[config.mk]
export PLATFORM = sky130hd
export DESIGN_NAME = load_writeback
export DESIGN_NICKNAME = d
export VERILOG_FILES = /design/src/rtl/load_writeback.sv
export SDC_FILE = /design/constraint.sdc
export NUM_CORES = 1
export LEC_CHECK = 0
export BUFFER_PORTS_ARGS = -buffer_cell sky130_fd_sc_hd__buf_2
export CAP_MARGIN = 20
export CORE_AREA = 2 2 83 101
export DETAILED_ROUTE_END_ITERATION = 10
export DIE_AREA = 0 0 85 103
export GPL_TIMING_DRIVEN = 0
export PLACE_DENSITY = 0.8
export SETUP_SLACK_MARGIN = 0.05
export SLEW_MARGIN = 10
export SYNTH_ARGS = -nofsm -noshare
export SYNTH_HDL_FRONTEND = slang
export SYNTH_SLANG_ARGS = --single-unit
[constraint.sdc]
create_clock -name clk -period 2.2 [get_ports clk]
set_input_delay 0.11 -clock clk [delete_from_list [all_inputs] [get_ports clk]]
set_output_delay 0.11 -clock clk [all_outputs]
set_load 0.05 [all_outputs]
[src/rtl/load_writeback.sv]
// load_writeback: MEM/WB stage producing the byte-enabled register-file write port.
// Define UNALIGNED_LOAD_EN to enable the LWL/LWR merge datapath (disabled by default).
module load_writeback (
  input  logic        clk,
  input  logic        rst,
  input  logic        flush,
  input  logic        mem_valid,
  input  logic [3:0]  mem_wreg,
  input  logic [4:0]  mem_wraddr,
  input  logic [31:0] mem_alures,
  input  logic [2:0]  mem_ldop,
  input  logic [1:0]  mem_addr_lo,
  input  logic [31:0] mem_oldreg,
  input  logic        dresp_valid,
  input  logic [31:0] dresp_data,
  output logic        mem_stall,
  output logic [3:0]  we,
  output logic [4:0]  waddr,
  output logic [31:0] wdata
);

  typedef enum logic [1:0] {ST_RUN, ST_WAIT, ST_DRAIN} state_t;

  localparam logic [2:0] LD_NONE = 3'b000;
  localparam logic [2:0] LD_LB   = 3'b001;
  localparam logic [2:0] LD_LBU  = 3'b010;
  localparam logic [2:0] LD_LH   = 3'b011;
  localparam logic [2:0] LD_LHU  = 3'b100;
  localparam logic [2:0] LD_LW   = 3'b101;
  localparam logic [2:0] LD_LWL  = 3'b110;
  localparam logic [2:0] LD_LWR  = 3'b111;

  state_t      r_state;
  logic [2:0]  r_ldop;
  logic [1:0]  r_lo;
  logic [3:0]  r_wreg;
  logic [4:0]  r_wraddr;
  logic [3:0]  r_we;
  logic [4:0]  r_waddr;
  logic [31:0] r_wdata;

  logic        w_held;
  logic [2:0]  w_ldop;
  logic [1:0]  w_lo;
  logic [3:0]  w_wreg;
  logic [4:0]  w_wraddr;
  logic [7:0]  w_byte;
  logic [15:0] w_half;
  logic [3:0]  w_alWe;
  logic [31:0] w_alData;
  logic        w_stall;

  // While waiting, the load context comes from the held copy, not from MEM.
  assign w_held   = (r_state == ST_WAIT);
  assign w_ldop   = w_held ? r_ldop   : mem_ldop;
  assign w_lo     = w_held ? r_lo     : mem_addr_lo;
  assign w_wreg   = w_held ? r_wreg   : mem_wreg;
  assign w_wraddr = w_held ? r_wraddr : mem_wraddr;

  assign w_byte = dresp_data[{w_lo, 3'b000} +: 8];
  assign w_half = w_lo[1] ? dresp_data[31:16] : dresp_data[15:0];

`ifdef UNALIGNED_LOAD_EN
  logic [31:0] r_oldreg;
  logic [31:0] w_old;
  logic [31:0] w_shData;
  logic [31:0] w_merged;
  logic [3:0]  w_mask;

  assign w_old = w_held ? r_oldreg : mem_oldreg;

  // LWL shifts the loaded bytes up into the top of the word, LWR shifts them down.
  always_comb begin
    w_shData = 32'h0;
    w_mask   = 4'h0;
    w_merged = w_old;
    if (w_ldop == LD_LWL) begin
      w_shData = dresp_data << {2'd3 - w_lo, 3'b000};
      w_mask   = 4'b1111 << (2'd3 - w_lo);
    end else begin
      w_shData = dresp_data >> {w_lo, 3'b000};
      w_mask   = 4'b1111 >> w_lo;
    end
    for (int i = 0; i < 4; i++) begin
      if (w_mask[i]) begin
        w_merged[8*i +: 8] = w_shData[8*i +: 8];
      end
    end
  end
`else
  logic w_unusedOld;
  assign w_unusedOld = ^mem_oldreg;
`endif

  always_comb begin
    w_alWe   = w_wreg;
    w_alData = dresp_data;
    case (w_ldop)
      LD_LB:   w_alData = {{24{w_byte[7]}}, w_byte};
      LD_LBU:  w_alData = {24'h0, w_byte};
      LD_LH:   w_alData = {{16{w_half[15]}}, w_half};
      LD_LHU:  w_alData = {16'h0, w_half};
      LD_LW:   w_alData = dresp_data;
`ifdef UNALIGNED_LOAD_EN
      LD_LWL, LD_LWR: begin
        w_alWe   = w_wreg & w_mask;
        w_alData = w_merged;
      end
`else
      LD_LWL, LD_LWR: w_alWe = 4'h0;
`endif
      default: w_alData = dresp_data;
    endcase
  end

  // DRAIN stalls even on the response cycle so a new MEM instruction is not lost.
  always_comb begin
    w_stall = 1'b0;
    case (r_state)
      ST_RUN:   w_stall = mem_valid & ~flush & (mem_ldop != LD_NONE) & ~dresp_valid;
      ST_WAIT:  w_stall = ~dresp_valid;
      ST_DRAIN: w_stall = 1'b1;
      default:  w_stall = 1'b0;
    endcase
  end

  assign mem_stall = w_stall & rst;
  assign we        = r_we;
  assign waddr     = r_waddr;
  assign wdata     = r_wdata;

  always_ff @(posedge clk or negedge rst) begin
    if (!rst) begin
      r_state  <= ST_RUN;
      r_ldop   <= LD_NONE;
      r_lo     <= 2'b00;
      r_wreg   <= 4'h0;
      r_wraddr <= 5'h0;
      r_we     <= 4'h0;
      r_waddr  <= 5'h0;
      r_wdata  <= 32'h0;
`ifdef UNALIGNED_LOAD_EN
      r_oldreg <= 32'h0;
`endif
    end else begin
      case (r_state)
        ST_RUN: begin
          if (mem_valid && !flush) begin
            if (mem_ldop == LD_NONE) begin
              r_we    <= mem_wreg;
              r_waddr <= mem_wraddr;
              r_wdata <= mem_alures;
            end else if (dresp_valid) begin
              r_we    <= w_alWe;
              r_waddr <= w_wraddr;
              r_wdata <= w_alData;
            end else begin
              r_we     <= 4'h0;
              r_state  <= ST_WAIT;
              r_ldop   <= mem_ldop;
              r_lo     <= mem_addr_lo;
              r_wreg   <= mem_wreg;
              r_wraddr <= mem_wraddr;
`ifdef UNALIGNED_LOAD_EN
              r_oldreg <= mem_oldreg;
`endif
            end
          end else begin
            r_we <= 4'h0;
          end
        end
        ST_WAIT: begin
          if (flush) begin
            r_we    <= 4'h0;
            r_state <= dresp_valid ? ST_RUN : ST_DRAIN;
          end else if (dresp_valid) begin
            r_we    <= w_alWe;
            r_waddr <= w_wraddr;
            r_wdata <= w_alData;
            r_state <= ST_RUN;
          end else begin
            r_we <= 4'h0;
          end
        end
        ST_DRAIN: begin
          r_we <= 4'h0;
          if (dresp_valid) begin
            r_state <= ST_RUN;
          end
        end
        default: begin
          r_we    <= 4'h0;
          r_state <= ST_RUN;
        end
      endcase
    end
  end

endmodule

Yosys cells after proc, flatten, opt, wreduce, memory -nomap -nowiden:

Cells that the tools add are included.

* output and inout port bits: 42
* flip-flop bits (word level): 57
* word-level logic and storage cells: 68
* bits of input ports: 115

* reductions and logical operators: 10
* mux-type cells: 30
* shift-type cells: 1
* equality and inequality tests: 12
* bitwise operators: 7

Operators by type and width (number)
* $mux W32: 4
* $pmux W32 S4: 1
* $pmux W32 S2: 1
* $shiftx A32 B6 Y8: 1
* $mux W5: 5
* $mux W4: 6
* $mux W16: 1
* $mux W2: 7
* $pmux W5 S2: 1
* $eq A3 B3 Y1 const B: 3
* $ne A2 B2 Y1 const B: 4
* $pmux W4 S2: 1
* $eq A3 B2 Y1 const B: 2
* $pmux W2 S3: 1
* $reduce_and A3 Y1: 2
* $and A1 B1 Y1: 4
* $reduce_and A4 Y1: 1
* $eq A3 B1 Y1 const B: 1
* $logic_not A3 Y1: 1
* $mux W3: 1
* $not A1 Y1: 3
* $pmux W1 S3: 1
* $reduce_bool A3 Y1: 1
* $eq A2 B1 Y1 const B: 1
* 6 further kinds: 6

Logic depth before layout (Yosys ltp):

Gate-level depths: netlist of the first run.

* depth after elaboration: 9
* mapped depth: 11
* gate-level depth less buffers: 6

Worst setup path before layout of the first run:

Ideal clock, no wire load.

* path kind: register to register
* start: register r_state[1]
* end: register r_wdata[22] (netlist: wdata[22])
* path buffers: 4
* path slack: 0.180 ns
* cell stages (with the launch flop): 11
* data arrival time: 1.898 ns
* path through: dfrtp_1 > buf_4 > nand2b_1 > buf_6 > a21o_1 > buf_6 > a2111oi_4 > o31ai_4 > buf_6 > a21oi_2 > nor2_1

* longest elaborated chain between the ends: 8
* elaborated cells on any way between the ends: 20
* those cells by class: eq/ne: 7; shift: 1; mux: 9; reduce/logical: 3

RTL lines
* start, declared: RTL line 33 `state_t r_state;`
* start signal, assigned: RTL line 175 `r_state <= dresp_valid ? ST_RUN : ST_DRAIN;`
* $eq A2 B1 Y1: RTL line 54, 146
* $mux W2 or $mux W3 (tied branches): RTL line 56, 55
* $shiftx A32 B6 Y8 (tied with other cells): RTL line 60 `assign w_byte = dresp_data[{w_lo, 3'b000} +: 8];`
* $pmux W32 S4: RTL line 98 `case (w_ldop)`
* $mux W32: RTL line 153, 176
* $mux W32: RTL line 149 `if (mem_ldop == LD_NONE) begin`
* $mux W32: RTL line 148 `if (mem_valid && !flush) begin`
* $pmux W32 S2: RTL line 146 `case (r_state)`
* end signal, assigned: RTL line 152 `r_wdata <= mem_alures;`
* end signal, assigned: RTL line 156 `r_wdata <= w_alData;`
* end signal, assigned: RTL line 179 `r_wdata <= w_alData;`
* end, declared: RTL line 40 `logic [31:0] r_wdata;`

Several ways; a longest one is shown, not always the timed one. The select of a mux whose other input is x is not followed.
A chain may end at the register's enable or synchronous reset.

Worst setup path after layout of the first run:

* start: register r_state[0]
* end: register r_wdata[0] (netlist: wdata[0])

Same word-level chain as after synthesis.

==> results.json, run 1 <==
{
  "syn_inst": 403,
  "cts-root-buf": "clkbuf_8",
  "synth_top_area_share": 0.384,
  "p_per_area_nw_per_um2": 799,
  "synth_fa_ha_area_frac": 0,
  "yosys-mux-area-fraction": 0.0649,
  "skew_ps": 6.10,
  "rows": 36,
  "crit_arrival_ps": 2460,
  "crit_path_frequent_cell": "buf_6",
  "hold_slack_ps": 18.5,
  "cp-start-kind": "flip-flop",
  "htree_num_levels": 3,
  "start_util": 0.472,
  "clock_latency_ps": 350,
  "synthTopCellsByCount": "57 x dfrtp_1, 36 x nor2_1, 26 x nand2_1",
  "violations": "setup timing",
  "antenna_found_initial": 0,
  "vias": 4337,
  "worst_path_max_delay_cell": "a2111oi_2",
  "r2r_slack_ps": -30,
  "synth_compound_area_frac": 0.351,
  "synth_most_common_cell": "dfrtp_1",
  "syn_area_um2": 3720,
  "crit_type": "reg -> reg",
  "critPathTopFamily": "compound AO/OA/AOI/OAI gates",
  "cts_tree": "built",
  "clock-sinks": 57,
  "drcViolationCount": 0,
  "die_h_um": 103,
  "cp-end-kind": "flip-flop",
  "async_flop_share": 1.00,
  "path_max_fanout": 10,
  "slowest_delay_ps": 410,
  "synth_top_family_by_area": "compound AO/OA/AOI/OAI gates",
  "grt.total_usage": 0.297,
  "yosys_warnings": 0,
  "syn_nets": 518,
  "dr.pass1.iters": 6,
  "cp.required_ps": 2420,
  "rsz0062_at_grt": "true",
  "synth_top_area_cell": "dfrtp_1",
  "antenna_cells": 0,
  "area_delta_synth_final_pct": 54.1,
  "fin_ws_ps": -34.9,
  "synth_xor_area_frac": 0.00673,
  "finalSetupViolations": 2,
  "die_area_um2": 8760,
  "grt_pass1_vias": 4080,
  "ant_nets": 0,
  "hp-class": "in -> reg",
  "grt_pass1_wl_um": 20300,
  "routed_wl_um": 13900,
  "num_io_pins": 157,
  "ys_types": 50,
  "dp_hpwl_um": 9150,
  "cp_num_buf_inv": 4,
  "status": "finished with violations",
  "hold_viol_final": 0,
  "synthTopCellsByArea": "dfrtp_1 38%, a211oi_1 5.0%, mux2_2 4.2%",
  "max_freq_mhz": 447,
  "final_core_util": 0.727,
  "numCtsBuffers": 9,
  "routed_via_density": 6.33,
  "clock_tree.buffer_depth": 2,
  "grt_max_degree": 39,
  "synth_flop_cell": "dfrtp_1",
  "core_area_um2": 7880,
  "min_period_ps": 2230,
  "yosys.area_share.simple": 0.120,
  "portBuffers": 122,
  "drive_above_1_share": 0.495,
  "ys_seq_elements": 57,
  "synth-edff-count": 0,
  "dieWidth_um": 85,
  "peakVddDrop_v": 0.000549,
  "drt-wirelength-per-cell_um": 20.3,
  "drv_slew": 0,
  "grt.overflow.total": 0,
  "seq_area_frac_synth": 0.384,
  "fin_crit_sh": 1.02,
  "syn_area_per_cell_um2": 9.23,
  "finalNetCount": 700,
  "maxCapViolCount": 0,
  "cp_cell_sequence": "buf_6 > and3b_1 > buf_6 > a21o_1 > buf_6 > buf_8 > a2111oi_2 > o21ai_1 > o2111ai_2 > nand2_1",
  "clk_pin_slew_ps": 70,
  "leakage_nw": 2.41,
  "worst_slew_pin_slew_ps": 769,
  "gp_congestion": 0.968,
  "first_iter_violations": 308,
  "slew_headroom": 0.487
}
flip-flops by register name, summed over array words and instances, names as in the netlist:
name / flops
waddr: 5
wdata: 32
r_wreg: 4
we: 4
r_lo: 2
r_state: 2
r_wraddr: 5
r_ldop: 3
cells in the final DEF (no fill, tap or decap), types with 8 or more instances in the layout:
cell and instances:
clkbuf_8 10, nor2_1 34, o21ai_1 15, a21oi_2 14, buf_6 11, a211oi_2 14
buf_2 129, a21oi_1 19, a2111oi_4 12, inv_1 20, a211oi_1 8, o22ai_1 17
a22oi_1 16, buf_4 30, dfrtp_1 57, mux2_2 14, dlygate4sd3_1 19, nand2_1 25
nand3_1 10
cells by family after synthesis:
logic type      after synthesis
compound gates              174
buf+inv                      55
mux                          19
flops                        57
xor+xnor                      2
simple gates                 96
timing repair:
item,4_1_cts,5_1_grt
hold endpoints to repair,39,0
hold buffers,19,0
cloned,0,2
setup endpoints to repair,50,50
resized for setup,86,66
buffers inserted,6,23
pin swaps,5,20
layout make-up:
class | count | area [um2]
Multi-Input combinational cell | 291 | 2580
Timing Repair Buffer | 173 | 1080
Tap cell | 95 | 119
Fill cell | 591 | 2150
Clock inverter | 3 | 40.0
Clock buffer | 13 | 149
Sequential cell | 57 | 1430
Inverter | 20 | 75.1
Buffer | 33 | 256
path summary, 6_finish.rpt:
kind,from,to,cells past startpoint
min in group asynchronous,rst,we[0],2
max,r_state[0],wdata[0],10
max in group asynchronous,rst,wdata[23],3
min reg2reg,r_wreg[1],we[1],1
max reg2reg,r_state[0],wdata[0],10
min,mem_alures[30],wdata[30],3
power breakdown:
group,switching [mW],total [mW],internal (mW)
Combinational,1.44,2.14,0.698
Clock,0.409,0.960,0.551
Sequential,0.175,1.48,1.30
Total,2.02,4.58,2.55
through the flow:
stage	worst slack, ps	power, mW	TNS, ps	cell area, um2	instances
CTS	14.5	4.39	0	5190	661
floorplan	180	2.77	0	3720	403
global route	-111	4.79	-904	5730	685
finish	-34.9	4.58	-55.3	5730	685
global placement	-252	3.24	-2260	4450	620
detailed placement	-312	3.28	-5160	4470	621
per-layer routing:
layer | track usage | share of wire | vias up
met2 | 0.504 | 0.51 | 263
met5 | 0 | 0 | -
met1 | 0.350 | 0.36 | 2083
met3 | 0.0641 | 0.074 | 78
met4 | 0.165 | 0.051 | 0
li1 | - | - | 1913
worst reg2reg max path, cell delays in order (launching register included):
cell and delay (ps):
dfrtp_1 390, buf_6 140, and3b_1 170, buf_6 140, a21o_1 170, buf_6 140
buf_8 170, a2111oi_2 420, o21ai_1 160, o2111ai_2 140, nand2_1 80
Power figures use the tool's default switching activity.
==> run 2, diff against run 1 <==
- CELL_PAD_IN_SITES_DETAIL_PLACEMENT: unset -> 1
- CELL_PAD_IN_SITES_GLOBAL_PLACEMENT: unset -> 1
- CORE_AREA: 2 2 83 101 -> 2 2 98 118
- DIE_AREA: 0 0 85 103 -> 0 0 100 120
- PLACE_DENSITY: 0.8 -> unset
- PLACE_DENSITY_LB_ADDON: unset -> 0.1
==> run 2 against run 1 <==
- the run now ends clean
- routed wire length is 7.2% higher
- first-iteration DRC count is 51% lower
- fmax is 3.6% higher
- setup slack better by 77 ps
- design area is 0.66% higher
- total power is 8.2% higher
- clock-buffer cell count stayed put
- via count is 6.1% lower
- global-route usage is 6.1 points lower
- clock skew is 0.81 ps lower
- combinational power hardly changed
- flip-flop and latch count stayed put
- critical path type unchanged
- largest power group unchanged
==> results.json, run 2 (synthesized netlist as in run 1, its figures left out) <==
{
  "maxCapViolCount": 0,
  "htree_num_levels": 3,
  "skew_ps": 5.30,
  "slew_headroom": 0.356,
  "grt.overflow.total": 0,
  "p_per_area_nw_per_um2": 859,
  "start_util": 0.340,
  "clock-sinks": 57,
  "finalNetCount": 674,
  "routed_wl_um": 14900,
  "cp-end-kind": "flip-flop",
  "path_max_fanout": 10,
  "num_io_pins": 157,
  "rsz0062_at_grt": "true",
  "routed_via_density": 5.85,
  "antenna_found_initial": 0,
  "drive_above_1_share": 0.523,
  "die_area_um2": 12000,
  "cp_num_buf_inv": 4,
  "clock_latency_ps": 340,
  "drcViolationCount": 0,
  "hp-class": "in -> reg",
  "placed_area_um2": 4500,
  "max_freq_mhz": 463,
  "min_period_ps": 2160,
  "crit_arrival_ps": 2430,
  "min_from": "mem_alures[3]",
  "r2r_start": "r_state[1]",
  "largest_reg_flops": 32,
  "dr.pass1.iters": 4,
  "vias": 4072,
  "pre_cts_ws_ps": -393,
  "die_h_um": 120,
  "grt.total_usage": 0.236,
  "numCtsBuffers": 9,
  "cts-root-buf": "clkbuf_16",
  "fin_crit_sh": 0.981,
  "cp.required_ps": 2470,
  "finalSetupViolations": 0,
  "peakVddDrop_v": 0.000411,
  "portBuffers": 122,
  "design_area_um2": 5770,
  "worst_path_max_delay_cell": "a211oi_2",
  "fin_ws_ps": 41.9,
  "first_iter_violations": 150,
  "rows": 42,
  "area_delta_synth_final_pct": 55.1,
  "antenna_cells": 0,
  "grt_pass1_wl_um": 21800,
  "cts_tree": "built",
  "crit_path_frequent_cell": "buf_6",
  "drt-wirelength-per-cell_um": 21.4,
  "cp_cell_sequence": "buf_6 > nand2b_4 > buf_8 > buf_12 > buf_6 > a211oi_2 > a221oi_4 > o21ai_1 > o2111ai_2 > nand2_1",
  "core_area_um2": 10900,
  "cp-start-kind": "flip-flop",
  "critPathLaunch": "r_state[1]",
  "dieWidth_um": 100,
  "ant_nets": 0,
  "hold_viol_final": 0,
  "layout_commonest_cell": "buf_2",
  "dp_hpwl_um": 10500,
  "leakage_nw": 2.37,
  "worst_slew_pin_slew_ps": 966,
  "drv_slew": 0,
  "status": "completed",
  "crit_type": "reg -> reg",
  "clk_pin_slew_ps": 50,
  "clock_tree.buffer_depth": 2,
  "grt_max_degree": 59,
  "grt_pass1_vias": 4175,
  "critPathTopFamily": "compound AO/OA/AOI/OAI gates",
  "gp_congestion": 0.888,
  "final_cell_mix": "123 x buf_2, 57 x dfrtp_1, 34 x nor2_1",
  "slowest_delay_ps": 410
}
==> run 2: cell types whose count changed in the layout (fill, tap and decap cells not counted), moves of 3 or more <==
cell and change:
clkbuf_16 +9, a211oi_1 -4, o21ai_2 +4, buf_2 -6, clkbuf_8 -7, a211oi_4 +5
o21ai_1 -3, buf_4 -7, dlygate4sd3_1 -16
==> run 2: worst paths after layout <==
kind	to	slack [ps]	cells past startpoint
max	wdata[0]	40	10
min	wdata[3]	2	3
max reg2reg	wdata[0]	40	10
min reg2reg	we[0]	500	1
max in group asynchronous	wdata[14]	1300	2
min in group asynchronous	wdata[30]	370	2
==> run 2: final cells by class <==
class | instances | area (um2)
Clock inverter | 3 | 15.0
Timing Repair Buffer | 146 | 842
Sequential cell | 57 | 1430
Buffer | 34 | 309
Clock buffer | 13 | 260
Tap cell | 132 | 165
Fill cell | 1249 | 5160
Multi-Input combinational cell | 291 | 2670
Inverter | 20 | 75.1
==> run 2: where the power goes <==
part | internal (mW) | switching [mW] | total, mW
combinational | 0.702 | 1.46 | 2.16
sequential | 1.31 | 0.166 | 1.47
clock | 0.817 | 0.499 | 1.32
==> run 2: stage by stage <==
| stage | hold slack [ps] | total power, mW | TNS, ps | cells | util |
|---|---|---|---|---|---|
| after global routing | 5.96 | 5.16 | -886 | 696 | 0.528 |
| final | 1.65 | 4.95 | 0 | 696 | 0.528 |
| after CTS | 6.40 | 4.74 | -0.298 | 680 | 0.470 |
| after floorplan | -186 | 2.77 | 0 | 403 | - |
| after detailed placement | 245 | 3.31 | -8550 | 657 | 0.411 |
| after global placement | 340 | 3.26 | -6220 | 657 | 0.411 |
==> run 2: what timing repair did <==
item | in CTS | in global routing
endpoints found under the setup margin | 50 | 50
pin swaps | 3 | 29
setup buffers | 5 | 16
hold endpoints to repair | 59 | 0
gates resized for setup | 85 | 98
hold buffers | 3 | 0
==> run 2: worst min-delay path: stages <==
cell	delay [ps]
buf_2	70
a22oi_1	60
nand2_1	60
==> run 2: layer usage <==
metal | up-vias | global-route usage | part of all wire
met3 | 31 | 0.0396 | 0.038
met2 | 112 | 0.420 | 0.54
met1 | 2062 | 0.272 | 0.39
met5 | - | 0 | 0
met4 | 0 | 0.115 | 0.030
li1 | 1867 | - | -
==> run 3, diff against run 2 <==
- ABC_AREA: unset -> 1
- CORE_AREA: 2 2 98 118 -> 2 2 104 126
- DIE_AREA: 0 0 100 120 -> 0 0 106 128
==> run 3 against run 2 <==
- global-route usage is 0.49 points higher
- clock skew is 4.0 ps higher
- die area is 13% higher
- clock-buffer cell count is 4 lower
- design area is 6.9% lower
- sequential share of layout area is 1.9 points higher
- final cell count is 30% higher
- register-to-register slack better by 150 ps
- combinational power is 2% lower
- critical endpoint is now wdata[22]
==> results.json, run 3 <==
{
  "cts_tree": "built",
  "clock-sinks": 57,
  "pre_cts_ws_ps": -84.3,
  "synth_top_area_cell": "dfrtp_1",
  "combPwrFrac": 0.409,
  "area_delta_synth_final_pct": 30.1,
  "clock_tree.buffer_depth": 2,
  "clk_pin_slew_ps": 60,
  "dp_hpwl_um": 12100,
  "cts-root-buf": "clkbuf_16",
  "p_int_mw": 2.89,
  "drcViolationCount": 0,
  "ys_seq_elements": 57,
  "finalSetupViolations": 0,
  "final_core_util": 0.431,
  "peakVddDrop_v": 0.000352,
  "rsz0062_at_grt": "true",
  "dieWidth_um": 106,
  "grt.overflow.total": 0,
  "maxCapViolCount": 0,
  "r2r_start": "r_state[0]",
  "layout_commonest_cell": "nand2_1",
  "hold_slack_ps": 68.4,
  "crit_arrival_ps": 2240,
  "min_period_ps": 2010,
  "hold_viol_final": 0,
  "cp-end-kind": "flip-flop",
  "fin_cells": 908,
  "leakage_nw": 2.85,
  "dr.pass1.iters": 4,
  "die_h_um": 128,
  "cp.required_ps": 2420,
  "slew_headroom": 0.452,
  "die_area_um2": 13600,
  "fin_crit_sh": 0.914,
  "antenna_found_initial": 0,
  "clock_latency_ps": 330,
  "grt_pass1_vias": 4955,
  "async_flop_share": 1.00,
  "dp.cells": 888,
  "worst_slew_pin_slew_ps": 821,
  "n_fill_cell": 1625,
  "start_util": 0.332,
  "p_sw_frac": 0.441,
  "seqPwrFrac": 0.292,
  "syn_area_per_cell_um2": 6.87,
  "clockPowerShare": 0.299,
  "antenna_cells": 0,
  "syn_nets": 716,
  "yosys_warnings": 0,
  "min_from": "mem_wreg[2]",
  "synthTopCellsByCount": "223 x nand2_1, 57 x dfrtp_1, 53 x inv_1",
  "p_per_area_nw_per_um2": 963,
  "drive_above_1_share": 0.308,
  "skew_ps": 9.30,
  "final_cell_mix": "223 x nand2_1, 132 x buf_2, 56 x dfrtp_1",
  "finalNetCount": 854,
  "routed_via_density": 5.08,
  "largest_reg_flops": 32,
  "status": "completed",
  "cp-start-kind": "flip-flop",
  "grt.total_usage": 0.241,
  "ys_types": 36,
  "path_max_fanout": 10,
  "fin_ws_ps": 188,
  "placed_area_um2": 4950,
  "max_freq_mhz": 497,
  "synth-edff-count": 0,
  "design_area_um2": 5370,
  "htree_num_levels": 3,
  "synth_flop_cell": "dfrtp_1",
  "grt_max_degree": 59,
  "drt-wirelength-per-cell_um": 17.2,
  "p_switching_mw": 2.28,
  "gp_congestion": 0.924,
  "vias": 4611,
  "num_io_pins": 157,
  "first_iter_violations": 161,
  "routed_wl_um": 15700,
  "ant_nets": 0,
  "syn_area_um2": 4130,
  "synth_most_common_cell": "nand2_1",
  "synthTopCellsByArea": "dfrtp_1 35%, nand2_1 20%, nand3_1 6.2%",
  "grt_pass1_wl_um": 25500,
  "critPathLaunch": "r_state[0]",
  "rows": 45,
  "portBuffers": 123,
  "synth_top_area_share": 0.346,
  "crit_type": "reg -> reg",
  "seq_area_frac_synth": 0.346,
  "hp-class": "in -> reg",
  "core_area_um2": 12400,
  "numCtsBuffers": 9,
  "syn_inst": 601,
  "drv_slew": 0
}
-- run 3: cell count changes in the layout (fill, tap and decap cells not counted), moves of 13 or more --
cell	delta
buf_4	-17
a22oi_1	-15
nand2_1	+198
o221a_2	+19
a211oi_2	-13
o21ai_0	+24
a21oi_2	-14
nand3_1	+41
o22ai_1	-15
inv_1	+31
mux2_2	-14
-- run 3: final cells by class --
| class | count | area (um2) | area share |
|---|---|---|---|
| Multi-Input combinational cell | 452 | 2320 | 0.432 |
| Timing Repair Buffer | 127 | 669 | 0.125 |
| Buffer | 33 | 201 | 0.0375 |
| Tap cell | 164 | 205 | 0.0382 |
| Inverter | 59 | 226 | 0.0422 |
| Clock inverter | 7 | 93.8 | 0.0175 |
| Clock buffer | 9 | 225 | 0.0419 |
| Sequential cell | 57 | 1430 | 0.266 |
-- run 3: cells by family (layout without fill, tap and decap cells) --
kind of cell | count (synthesis) | after routing | synth area share
and+or+nand+nor | 339 | 339 | 0.371
AOI/OAI and AO/OA | 113 | 113 | 0.185
buffers and inverters | 92 | 235 | 0.0985
DFF | 57 | 57 | 0.346
-- run 3: critical path, cell delays in order (launching register included) --
cell	delay [ps]
dfrtp_1	320
buf_4	160
inv_2	70
nor2_4	160
buf_12	130
nand2_1	80
nand2_4	110
nand3_4	120
nand2_8	140
inv_4	80
nand2_8	100
buf_6	150
o21ai_1	80
o21ai_1	140
nand2_1	60
-- run 3: path summary, 6_finish.rpt --
check / end / slack, ps / cells past startpoint
setup reg to reg: wdata[22] / 190 / 14
hold / removal: r_wreg[2] / 70 / 3
setup / recovery: wdata[22] / 190 / 14
min in group asynchronous: wdata[19] / 370 / 2
hold reg to reg: r_wreg[3] / 490 / 2
max in group asynchronous: r_state[1] / 1180 / 2
-- run 3: routing by layer --
layer	vias to the layer above	GRT usage	routed length [um]
li1	2259	-	-
met1	2217	0.295	6750
met2	112	0.431	7920
met3	23	0.0351	640
met4	0	0.0851	339
met5	-	0	0
-- run 3: power groups by stage --
stage	Combinational (mW)	Clock, mW	Sequential (mW)
3_3_place_gp	2.07	0	1.51
2_1_floorplan	0.785	0	2.22
5_1_grt	2.30	1.64	1.55
4_1_cts	2.12	1.58	1.51
3_5_place_dp	2.10	0	1.53
6_report	2.12	1.54	1.51
-- run 3: stage by stage --
step           power (mW)  TNS (ps)
2_1_floorplan        3.01         0
3_3_place_gp         3.58     -11.0
3_5_place_dp         3.63      -184
4_1_cts              5.21         0
5_1_grt              5.49         0
6_report             5.17         0
-- run 3: what timing repair did --
action / 4_1_cts / 5_1_grt
gates resized for setup: 5 / 25
buffers inserted: 3 / 0
endpoints found under the setup margin: 15 / 38
pin swaps: 2 / 1
hold buffers: 1 / 0
endpoints found under the hold margin: 57 / 0
